`src/rtl/booth_pkg.sv`:
```
// Shared types and constants for the radix-4 Booth multiplier.
// Digit codes are packed as {neg, dbl, zero}.
package booth_pkg;

  typedef enum logic [1:0] {
    IDLE,
    CALC,
    DONE
  } state_t;

  localparam logic [2:0] ZERO = 3'b001;
  localparam logic [2:0] P1   = 3'b000;
  localparam logic [2:0] P2   = 3'b010;
  localparam logic [2:0] M1   = 3'b100;
  localparam logic [2:0] M2   = 3'b110;

  function automatic int iter_of(input int w);
    return w / 2 + 1;
  endfunction

endpackage

```
`src/rtl/booth_r4_recode.sv`:
```
// Radix-4 Booth recoder: 3-bit window {b1,b0,b-1} to a signed digit.
// Outputs: neg (subtract), dbl (use 2A), zero (add nothing).
module booth_r4_recode
  import booth_pkg::*;
(
  input  logic [2:0] win,
  output logic       neg,
  output logic       dbl,
  output logic       zero
);

  logic [2:0] dig;

  // window to digit code
  always_comb begin
    dig = ZERO;
    unique case (win)
      3'b001, 3'b010: dig = P1;
      3'b011:         dig = P2;
      3'b100:         dig = M2;
      3'b101, 3'b110: dig = M1;
      default:        dig = ZERO;
    endcase
  end

  assign {neg, dbl, zero} = dig;

endmodule

```
`src/rtl/booth_r4_mult.sv`:
```
// Sequential radix-4 Booth multiplier, 2 multiplier bits per clock.
// Optional BOOTH_ZERO_BYPASS_EN: zero operand skips straight to DONE.
module booth_r4_mult
  import booth_pkg::*;
#(
  parameter int WIDTH = 8
) (
  input  logic               clk,
  input  logic               rst,
  input  logic               in_valid,
  output logic               in_ready,
  input  logic [WIDTH-1:0]   multiplicand,
  input  logic [WIDTH-1:0]   multiplier,
  input  logic               is_signed,
  output logic               out_valid,
  input  logic               out_ready,
  output logic [2*WIDTH-1:0] product,
  output logic               busy
);

  localparam int ITER = iter_of(WIDTH);
  localparam int AW   = WIDTH + 3;
  localparam int MW   = WIDTH + 2;
  localparam int FW   = AW + MW + 1;
  localparam int CW   = $clog2(ITER + 1);

  state_t           state;
  logic [WIDTH-1:0] a_q;
  logic             is_signed_q;
  logic [AW-1:0]    acc;
  logic [MW-1:0]    mq;
  logic             g;
  logic [CW-1:0]    cnt;

  logic             neg;
  logic             dbl;
  logic             zero;
  logic [AW-1:0]    a_ext;
  logic [AW-1:0]    mag;
  logic [AW-1:0]    addend;
  logic [AW-1:0]    sum;
  logic [FW-1:0]    nxt;
  logic [MW-1:0]    b_ext;

  booth_r4_recode u_rec (
    .win  ({mq[1:0], g}),
    .neg  (neg),
    .dbl  (dbl),
    .zero (zero)
  );

  // one Booth step: add digit*A, then arithmetic shift by 2
  always_comb begin
    a_ext  = {{3{is_signed_q & a_q[WIDTH-1]}}, a_q};
    mag    = dbl ? (a_ext << 1) : a_ext;
    addend = zero ? '0 : (neg ? -mag : mag);
    sum    = acc + addend;
    nxt    = $signed({sum, mq, g}) >>> 2;
    b_ext  = {{2{is_signed & multiplier[WIDTH-1]}}, multiplier};
  end

  // FSM, datapath registers and registered handshake outputs
  always_ff @(posedge clk) begin
    if (rst) begin
      state       <= IDLE;
      in_ready    <= 1'b1;
      out_valid   <= 1'b0;
      busy        <= 1'b0;
      product     <= '0;
      a_q         <= '0;
      is_signed_q <= 1'b0;
      acc         <= '0;
      mq          <= '0;
      g           <= 1'b0;
      cnt         <= '0;
    end else begin
      unique case (state)
        IDLE: begin
          if (in_valid && in_ready) begin
            a_q         <= multiplicand;
            is_signed_q <= is_signed;
            acc         <= '0;
            mq          <= b_ext;
            g           <= 1'b0;
            cnt         <= CW'(ITER);
            in_ready    <= 1'b0;
            busy        <= 1'b1;
`ifdef BOOTH_ZERO_BYPASS_EN
            if (multiplicand == '0 || multiplier == '0) begin
              state     <= DONE;
              out_valid <= 1'b1;
              product   <= '0;
            end else begin
              state <= CALC;
            end
`else
            state <= CALC;
`endif
          end
        end
        CALC: begin
          {acc, mq, g} <= nxt;
          cnt          <= cnt - 1'b1;
          if (cnt == CW'(1)) begin
            state     <= DONE;
            out_valid <= 1'b1;
            product   <= nxt[2*WIDTH:1];
          end
        end
        DONE: begin
          if (out_valid && out_ready) begin
            out_valid <= 1'b0;
            busy      <= 1'b0;
            in_ready  <= 1'b1;
            state     <= IDLE;
          end
        end
        default: state <= IDLE;
      endcase
    end
  end

endmodule

```
`config.mk`:
```
export PLATFORM = sky130hd
export DESIGN_NAME = booth_r4_mult
export DESIGN_NICKNAME = d
export VERILOG_FILES = /design/src/rtl/booth_pkg.sv /design/src/rtl/booth_r4_recode.sv /design/src/rtl/booth_r4_mult.sv
export SDC_FILE = /design/constraint.sdc
export NUM_CORES = 1
export LEC_CHECK = 0
export ABC_CLOCK_PERIOD_IN_PS = 3600
export BUFFER_PORTS_ARGS = -buffer_cell sky130_fd_sc_hd__buf_2
export CAP_MARGIN = 20
export CORE_MARGIN = 2
export CORE_UTILIZATION = 53
export CTS_BUF_LIST = sky130_fd_sc_hd__clkbuf_16
export DETAILED_ROUTE_END_ITERATION = 7
export PLACE_DENSITY = 0.79
export SYNTH_ARGS = -nofsm -noshare
export SYNTH_HDL_FRONTEND = slang
export SYNTH_SLANG_ARGS = --single-unit
```
`constraint.sdc`:
```
create_clock -name clk -period 3.6 [get_ports clk]
set_clock_uncertainty 0.05 [all_clocks]
set_input_delay 0.36 -clock clk [delete_from_list [all_inputs] [get_ports clk]]
set_output_delay 0.36 -clock clk [all_outputs]
set_load 0.1 [all_outputs]
```
Word-level counts from Yosys, hierarchy flattened
Index checks and enable logic that the tools add are counted. W data, S select, Z words.

Register bits: 55. Input bits: 21. Word-level logic and storage cells: 65. Output and inout port bits: 19.

Eq/ne operators: 12. Mux-type cells: 23. Reduce and logical (&&, ||, !) cells: 14. $add $sub $neg: 3. Bitwise operators: 2.

Operator list (count): $mux W11 (3); $pmux W11 S2 (1); $pmux W10 S2 (1); $pmux W3 S4 (1); $add A11 B11 Y11 (1); $neg A11 Y11 (1); $mux W10 (1); $eq A3 B3 Y1 const B (3); $mux W9 (1); $reduce_and A3 Y1 (3); $pmux W1 S2 (4); $eq A3 B1 Y1 const B (2); $eq A3 B2 Y1 const B (2); $mux W2 (3); $ne A2 B2 Y1 const B (3); $pmux W2 S3 (1); $pmux W3 S2 (1); $reduce_and A2 Y1 (3); $reduce_bool A2 Y1 (3); $mux W1 (5); $reduce_or A2 Y1 (2); $mux W3 (1); $sub A3 B1 Y3 const B (1); $and A1 B1 Y1 (2); 4 further kinds (5).

Longest topological paths before layout
Gate-level depths: netlist of run 1.

Depth in word-level cells: 9. Gate-level depth with buffers: 19. Mapped depth without buffers: 18.

Cells and area by module
From an unflattened synthesis of run 1, not the netlist that was laid out.

Cell total of the unflattened synthesis: 394. Area total of the unflattened synthesis: 2957.8 um^2.

Modules (own cells, without submodules): booth_r4_mult (area an instance 2920.3 um^2, times used 1, seq. area each 1061.0 um^2, cells each 387); booth_r4_recode (area an instance 37.5 um^2, times used 1, seq. area each 0.0 um^2, cells each 7).

Worst setup path before layout of run 1
Ideal clock, no wire load.

Kind: reg-to-reg. Start: register mq[0]. End: register acc[9]. Cell stages (with the launch flop): 19. Data arrival time: 3449 ps. Setup time: 124 ps. Path buffers: 3. Setup slack: -24 ps. Clock period less this slack: 3624 ps. Data required time: 3426 ps. Cell sequence: dfxtp_1 -> buf_2 -> buf_4 -> clkbuf_1 -> nor3_1 -> o21ai_0 -> o311ai_0 -> ha_1 -> nand2b_1 -> xnor2_1 -> nand2_1 -> o311ai_0 -> ha_1 -> nand2b_1 -> a211oi_1 -> nor2_1 -> o21ai_0 -> and4bb_1 -> a2111o_1.

Longest elaborated chain between the ends: 9. Elaborated cells between the ends (all ways): 15. Those cells by class: add/sub (2); eq/ne (6); mux (5); reduce/logical (2).

RTL lines: from (decl) (line booth_r4_mult.sv:31) `logic [MW-1:0] mq;`; from (signal assigned) (line booth_r4_mult.sv:83) `mq <= b_ext;`; from (signal assigned) (line booth_r4_mult.sv:102) `{acc, mq, g} <= nxt;`; $eq A3 B3 Y1 (tied with other cells) (line booth_r4_recode.sv:17) `unique case (win)`; $reduce_or A2 Y1 (line booth_r4_recode.sv:17); $pmux W3 S4 (*) (line booth_r4_recode.sv:17); $mux W9 (line booth_r4_mult.sv:55) `mag = dbl ? (a_ext << 1) : a_ext;`; $neg A11 Y11 (line booth_r4_mult.sv:56) `addend = zero ? '0 : (neg ? -mag : mag);`; $mux W11 (line booth_r4_mult.sv:56); $mux W11 (*) (line booth_r4_mult.sv:56); $add A11 B11 Y11 (*) (line booth_r4_mult.sv:57) `sum = acc + addend;`; $pmux W11 S2 (*) (line booth_r4_mult.sv:77) `unique case (state)`; to (signal assigned) (line booth_r4_mult.sv:102); to (decl) (line booth_r4_mult.sv:30) `logic [AW-1:0] acc;`.

Mark *: on every way between the ends. The rest lies on a longest branch, timed or not. A chain may end at the register's enable or synchronous reset.

Worst setup path in the final report of run 1
Start: register g. End: register acc[7].

Longest elaborated chain between the ends: 9. Elaborated cells between the ends (all ways): 15. Those cells by class: add/sub (2); eq/ne (6); mux (5); reduce/logical (2).

RTL lines: from (decl) (line booth_r4_mult.sv:32) `logic g;`; from (signal assigned) (line booth_r4_mult.sv:102); $eq A3 B3 Y1 (tied with other cells) (line booth_r4_recode.sv:17); $reduce_or A2 Y1 (line booth_r4_recode.sv:17); $pmux W3 S4 (*) (line booth_r4_recode.sv:17); $mux W9 (line booth_r4_mult.sv:55); $neg A11 Y11 (line booth_r4_mult.sv:56); $mux W11 (line booth_r4_mult.sv:56); $mux W11 (*) (line booth_r4_mult.sv:56); $add A11 B11 Y11 (*) (line booth_r4_mult.sv:57); $pmux W11 S2 (*) (line booth_r4_mult.sv:77).

Marks and branches as above.

==> metrics.md, run 1 <==
| Metric | Value |
|---|---|
| CP max FO | 7 |
| Logic pwr share | 0.317 |
| Unrepaired setup endpoints after global routing | no |
| Fin crit share | 0.936 |
| Filler cell count | 519 |
| Die Width | 81.9 µm |
| Total Nets Final | 520 |
| Mapped cell area | 3210 µm² |
| Yosys reg bits | 53 |
| Crit path to | acc[7]$_SDFFE_PP0P_ |
| Clk Latency, worst-skew pair | 290 ps |
| Post-DP HPWL | 5710 µm |
| Number of library cell types mapped by synthesis | 54 |
| Post-synth top cells | 103 x nand2_1, 53 x dfxtp_1, 47 x a21oi_1, 43 x nor2_1, 27 x clkbuf_1 |
| First drt pass iteration count | 5 |
| Syn_nets | 484 |
| Sequential area share after synthesis | 0.330 |
| Total GRT Usage | 0.251 |
| PnR Total Power | 1.68 mW |
| Area growth from synthesis to layout | 15.6% |
| Peak VDD IR | 0.000276 V |
| Routability congestion estimate | 0.902 |
| Clk pwr share | 0.275 |
| Final hold violation count | 0 |
| Worst Setup Start Kind | flop |
| Congestion Overflow GR | 0 |
| Avg Inst Size Synth | 7.16 µm² |
| Final core occ | 0.631 |
| PwrDens | 452 nW/µm² |
| Worst-Margin Slew | 878 ps |
| Initial antenna violation count | 0 |
| FF-to-FF path depth | 14 |
| Slew HR | 0.415 |
| Diode count | 0 |
| Reg2reg setup slack | 230 ps |
| Sink Count | 53 |
| Max Clk Rate | 0.297 GHz |
| IO Port Bufs | 39 |
| CTS tree | built |
| Post-Route WL | 7840 µm |
| Worst Path Arrival | 3460 ps |
| CORE AREA | 5890 µm² |
| Final setup viols | 0 |
| Dominant synthesized flop cell | dfxtp_1 |
| Max cap viols | 0 |
| Power Internal | 1.09 mW |
| Via count | 3270 |
| Hold Path Depth | 3 |
| Flop pwr share | 0.408 |
| Die height | 81.9 µm |
| Share of cells above drive strength 1 | 0.181 |
| # rows | 28 |
| Critical path required time | 3690 ps |
| Vias/cell | 5.83 |
| Top-count cell post-synth | nand2_1 |
| Largest net degree at the start of global routing | 56 |
| Post-route ant nets | 0 |
| Synth async-reset ratio | 0 |
| Starting Density | 0.546 |
| Worst r2r dst | acc[7]$_SDFFE_PP0P_ |
| Clock Path Buffers | 2 |
| Worst Setup Path Type | flop to flop |
| Setup TNS | 0 ps |
| Root buf cell | clkbuf_16 |
| Area leader, netlist | dfxtp_1 |
| Pleak | 1.53 nW |
| Switch share | 0.352 |
| Io pins | 40 |
| First-pass GRT wire length | 13200 µm |
| Vias in the first global route | 2947 |
| Slew Viols, Final | 0 |
| Sw power | 591 µW |
| H-tree levels | 2 |
| Synth top area cells | dfxtp_1 33%, nand2_1 12%, a21oi_1 7.3% |
| Hold slack | 256 ps |
| Share of the synthesized area in the top cell type | 0.330 |
| Worst hold path class | primary input to flop |
| Synth Warn # | 0 |
| Crit. Startpoint | g$_SDFFE_PP0P_ |
| DR DRC count | 0 |
| Cells after synthesis | 449 |
| Number of flops mapped to enable cells by yosys | 0 |
| Number of DRC markers in iteration 0 | 167 |
| CTS clk-pin slew, worst paths | 70 ps |
| Die footprint | 6700 µm² |
| Cts bufs inserted | 5 |
| Reg-to-reg startpoint | g$_SDFFE_PP0P_ |
| Post-route minimum period | 3370 ps |
| Outcome | completed |
| WL/cell | 14.0 µm |
| CP Capture Type | flop |
[worst min path at each step]
stage                            start                      end  slack [ps]
5_1_grt                multiplicand[5]      a_q[5]$_SDFFE_PP0P_         260
3_3_place_gp         busy$_SDFFE_PP0P_        busy$_SDFFE_PP0P_         380
3_5_place_dp   product[1]$_SDFFE_PP0P_  product[1]$_SDFFE_PP0P_         390
2_1_floorplan       mq[9]$_SDFFE_PP0P_  product[7]$_SDFFE_PP0P_         390
6_report               multiplicand[5]      a_q[5]$_SDFFE_PP0P_         260
4_1_cts                multiplicand[0]      a_q[0]$_SDFFE_PP0P_         260
[per-stage QoR]
step | cell area, µm² | setup WS [ps] | cells
global placement | 3550 | 198 | 553
floorplan | 3210 | 62.8 | 449
detailed placement | 3550 | 56.3 | 553
finish | 3710 | 231 | 561
global route | 3710 | 34.5 | 561
CTS | 3690 | 24.2 | 561
[repair_timing]
action | in CTS | in global routing
buffers inserted | 0 | 0
resized for setup | 0 | 9
endpoints found under the setup margin | 0 | 6
hold buffers | 0 | 0
[logic make-up after synthesis]
kind of cell,after synthesis,synth area share
simple gates,203,0.280
compound gates,116,0.227
flops,53,0.330
buf+inv,48,0.0635
fa+ha+maj,14,0.0569
xor+xnor,13,0.0354
mux,2,0.00662
[sequential cells by signal (all words and copies together) (netlist names), 2 cells and up]
register and flops:
a_q 8, acc 9, cnt 3, mq 10, product 16, state 2
[power groups by stage]
stage	Sequential (mW)	Combinational (mW)	Clock (mW)
6_report	0.685	0.532	0.461
5_1_grt	0.693	0.591	0.486
4_1_cts	0.682	0.524	0.466
3_3_place_gp	0.693	0.507	0
3_5_place_dp	0.695	0.521	0
2_1_floorplan	0.712	0.364	0
[layout by cell type (no fill, tap or decap), types with 4 or more instances in the layout]
cell / n
xor2_1: 6
inv_1: 14
a211oi_1: 5
ha_1: 13
nand3_1: 23
clkbuf_16: 5
nor2_1: 43
dfxtp_2: 5
buf_2: 39
xnor2_1: 7
a21oi_1: 47
dfxtp_1: 48
a311oi_1: 8
buf_4: 26
o21ai_1: 5
a31oi_1: 6
nand2_1: 103
nor3_1: 6
o21ai_0: 13
nor2b_1: 5
nand2b_1: 4
[area by class of cell]
class / count / area (µm²) / share of cell area
timing repair buffer: 65 / 390 / 0.105
sequential: 53 / 1070 / 0.287
inverter: 12 / 45.0 / 0.0121
multi-input combinational: 348 / 1980 / 0.533
clock buffer: 5 / 125 / 0.0337
tap: 75 / 93.8 / 0.0253
clock inverter: 3 / 15.0 / 0.00404
[worst max-delay path: stages (launching register included)]
cell      delay, ps
dfxtp_2         380
buf_4           160
nor2b_2          50
o311ai_0        350
ha_1            320
a31oi_2         270
inv_1            80
ha_1            280
a21o_1          180
a21oi_1         200
o21a_1          190
o21ai_0         140
a31oi_1         270
xor2_1          210
o31ai_1          80
[routing by layer]
layer	vias to the layer above	share of wire	track usage
li1	1623	-	-
met1	1526	0.44	0.310
met2	104	0.48	0.435
met3	17	0.049	0.0440
met4	0	0.028	0.0950
met5	-	0	0
Power figures use the tool's default switching activity.
==> inputs of run 2 (changes only) <==
ABC_AREA = 1   (was unset)
CORE_UTILIZATION = 52   (was 53)
PLACE_DENSITY = 0.78   (was 0.79)
==> metrics.md, run 2 <==
| Metric | Value |
|---|---|
| Post-DP HPWL | 4780 µm |
| Yosys reg bits | 53 |
| Outcome | completed |
| Final setup viols | 0 |
| Peak VDD IR | 0.000336 V |
| Vias in the first global route | 2607 |
| First drt pass iteration count | 5 |
| FF-to-FF path depth | 18 |
| Area leader, netlist | dfxtp_1 |
| CTS Hold Buffers Added | 0 |
| Wire length on met3 | 269 µm |
| Complex-gate fraction of the synthesized area | 0.198 |
| Synth Area in XOR/XNOR | 0.0242 |
| Congestion Overflow GR | 0 |
| Post-Route WL | 6580 µm |
| DR DRC count | 0 |
| Worst hold start | multiplicand[1] |
| Vias/cell | 5.23 |
| Die Width | 78.6 µm |
| Synth Warn # | 0 |
| Area growth from synthesis to layout | 13.8% |
| Slew Viols, Final | 0 |
| CP Capture Type | flop |
| Filler cell count | 506 |
| Max cap viols | 0 |
| DP Area | 3140 µm² |
| Hold Path End | a_q[1]$_SDFFE_PP0P_ |
| Io pins | 40 |
| Sequential area share after synthesis | 0.367 |
| Worst-Margin Slew | 676 ps |
| CTS tree | built |
| Clk Latency, worst-skew pair | 290 ps |
| Avg Inst Size Synth | 6.92 µm² |
| Final hold violation count | 0 |
| Clock Path Buffers | 2 |
| PwrDens | 537 nW/µm² |
| Number of library cell types mapped by synthesis | 36 |
| Via count | 2752 |
| Number of DRC markers in iteration 0 | 125 |
| Root buf cell | clkbuf_16 |
| Worst r2r dst | acc[5]$_SDFFE_PP0P_ |
| IO Port Bufs | 39 |
| Number of flops mapped to enable cells by yosys | 0 |
| Top-count cell post-synth | nand2_1 |
| Synth top area cells | dfxtp_1 37%, nand2_1 14%, a21oi_1 7.1% |
| Largest family of logic cells by synthesized area | simple AND/OR/NAND/NOR gates |
| Cells after synthesis | 418 |
| Reg-to-reg startpoint | mq[0]$_SDFFE_PP0P_ |
| Sink Count | 53 |
| Worst hold path class | primary input to flop |
| Post-layout instance area | 3290 µm² |
| Unrepaired setup endpoints after global routing | no |
| Total GRT Usage | 0.228 |
| Routability congestion estimate | 0.866 |
| Pre-CTS WS | 467 ps |
| Dominant synthesized flop cell | dfxtp_1 |
| Syn_nets | 453 |
| CTS clk-pin slew, worst paths | 70 ps |
| # rows | 27 |
| CORE AREA | 5440 µm² |
| Fin crit share | 0.904 |
| Met1 WL | 3030 µm |
| CP max FO | 8 |
| Max reg flops | 16 |
| Total Nets Final | 488 |
| WL/cell | 12.5 µm |
| Initial antenna violation count | 0 |
| Largest Register | product |
| Starting Density | 0.532 |
| Diode count | 0 |
| Post-synth top cells | 107 x nand2_1, 53 x dfxtp_1, 47 x inv_1, 41 x a21oi_1, 36 x nor2_1 |
| H-tree levels | 2 |
| Worst Path Arrival | 3420 ps |
| PnR Total Power | 1.77 mW |
| Post-route minimum period | 3250 ps |
| Slew HR | 0.549 |
| Adder-Cell Fraction of Synth Area | 0.0631 |
| Multiplexer share of the synthesized area | 0 |
| Largest net degree at the start of global routing | 37 |
| Highest Signal Layer | met4 |
| Mapped cell area | 2890 µm² |
| Critical path required time | 3770 ps |
| Share of the synthesized area in the top cell type | 0.367 |
| Max Clk Rate | 0.307 GHz |
| Most frequent cells in the layout | 107 x nand2_1, 53 x dfxtp_1, 47 x inv_1, 41 x a21oi_1, 39 x buf_2 |
| Fin worst setup slack | 346 ps |
| Worst Setup Start Kind | flop |
| Synth async-reset ratio | 0 |
| Worst Setup Path Type | flop to flop |
| Most common cell after layout, fill and taps aside | nand2_1 |
| Cts bufs inserted | 5 |
| Share of cells above drive strength 1 | 0.148 |
| Post-synthesis simple-gate area fraction | 0.266 |
| Hold Path Depth | 3 |
| Met2 wire length | 3190 µm |
| Reg2reg setup slack | 350 ps |
| Die footprint | 6180 µm² |
| Post-route ant nets | 0 |
| Pleak | 1.52 nW |
| Biggest regs | product x16, mq x10, acc x9 |
| Setup TNS | 0 ps |
| First-pass GRT wire length | 11500 µm |
| Die height | 78.6 µm |
==> run 2: changes by cell type after synthesis, moves of 5 or more <==
cell and change:
clkbuf_1 -15, nand3_1 -5, inv_1 +35, a21oi_1 -6, nor2_1 -7, a311oi_1 -8, a211oi_1 -5, o21ai_0 +19
nor2b_1 -5
==> run 2: timing repair <==
action	in CTS	in global routing
setup endpoints to repair	0	1
endpoints found under the hold margin	0	0
gates resized for setup	0	1
buffers inserted	0	0
==> run 2: cells by family after synthesis <==
logic type	Yosys count
xor+xnor	8
buf+inv	63
compound gates	102
fa+ha+maj	14
simple gates	178
flops	53
==> run 2: how the worst max path moves through the flow <==
stage / start / endpoint / cells past startpoint
after floorplan: mq[0]$_SDFFE_PP0P_ / acc[5]$_SDFFE_PP0P_ / 18
after global placement: mq[0]$_SDFFE_PP0P_ / acc[5]$_SDFFE_PP0P_ / 18
after detailed placement: mq[0]$_SDFFE_PP0P_ / acc[5]$_SDFFE_PP0P_ / 18
after CTS: mq[0]$_SDFFE_PP0P_ / acc[5]$_SDFFE_PP0P_ / 18
after global routing: mq[1]$_SDFFE_PP0P_ / acc[6]$_SDFFE_PP0P_ / 20
final: mq[0]$_SDFFE_PP0P_ / acc[5]$_SDFFE_PP0P_ / 18
==> run 2: power by group <==
part	internal [mW]	switching [mW]
combinational	0.185	0.423
clock	0.259	0.218
sequential	0.643	0.0403
==> run 2: critical path, stage by stage, from the launching register on <==
cell and delay [ps]:
dfxtp_1 360, nor2_2 160, nand2_2 130, nand2_4 150
nand2_1 110, o21ai_4 90, ha_1 200, nor2_1 70
or2_2 290, a21oi_1 140, ha_1 290, a21oi_1 210
o21ai_0 130, a21oi_1 240, nor2_1 70, nor2_1 110
xor2_1 190, nand2_1 70, a21oi_1 130
==> run 2: stage by stage <==
step / instances / utilization / hold slack, ps
final: 526 / 0.605 / 281
after global routing: 526 / 0.605 / 297
after CTS: 526 / 0.605 / 283
after detailed placement: 518 / 0.578 / 401
after global placement: 518 / 0.578 / 385
after floorplan: 418 / - / 394
==> run 2: cell type report <==
class | instances | area, µm² | area share
multi-input combinational | 302 | 1600 | 0.485
clock inverter | 3 | 21.3 | 0.00646
sequential | 53 | 1060 | 0.322
timing repair buffer | 41 | 210 | 0.0638
clock buffer | 5 | 125 | 0.0380
tap | 72 | 90.1 | 0.0274
inverter | 50 | 188 | 0.0570
==> run 2: per-layer routing <==
layer | GRT usage | vias to the layer above
met5 | 0 | -
met4 | 0.0561 | 0
met3 | 0.0333 | 7
met2 | 0.397 | 70
met1 | 0.297 | 1239
li1 | - | 1436
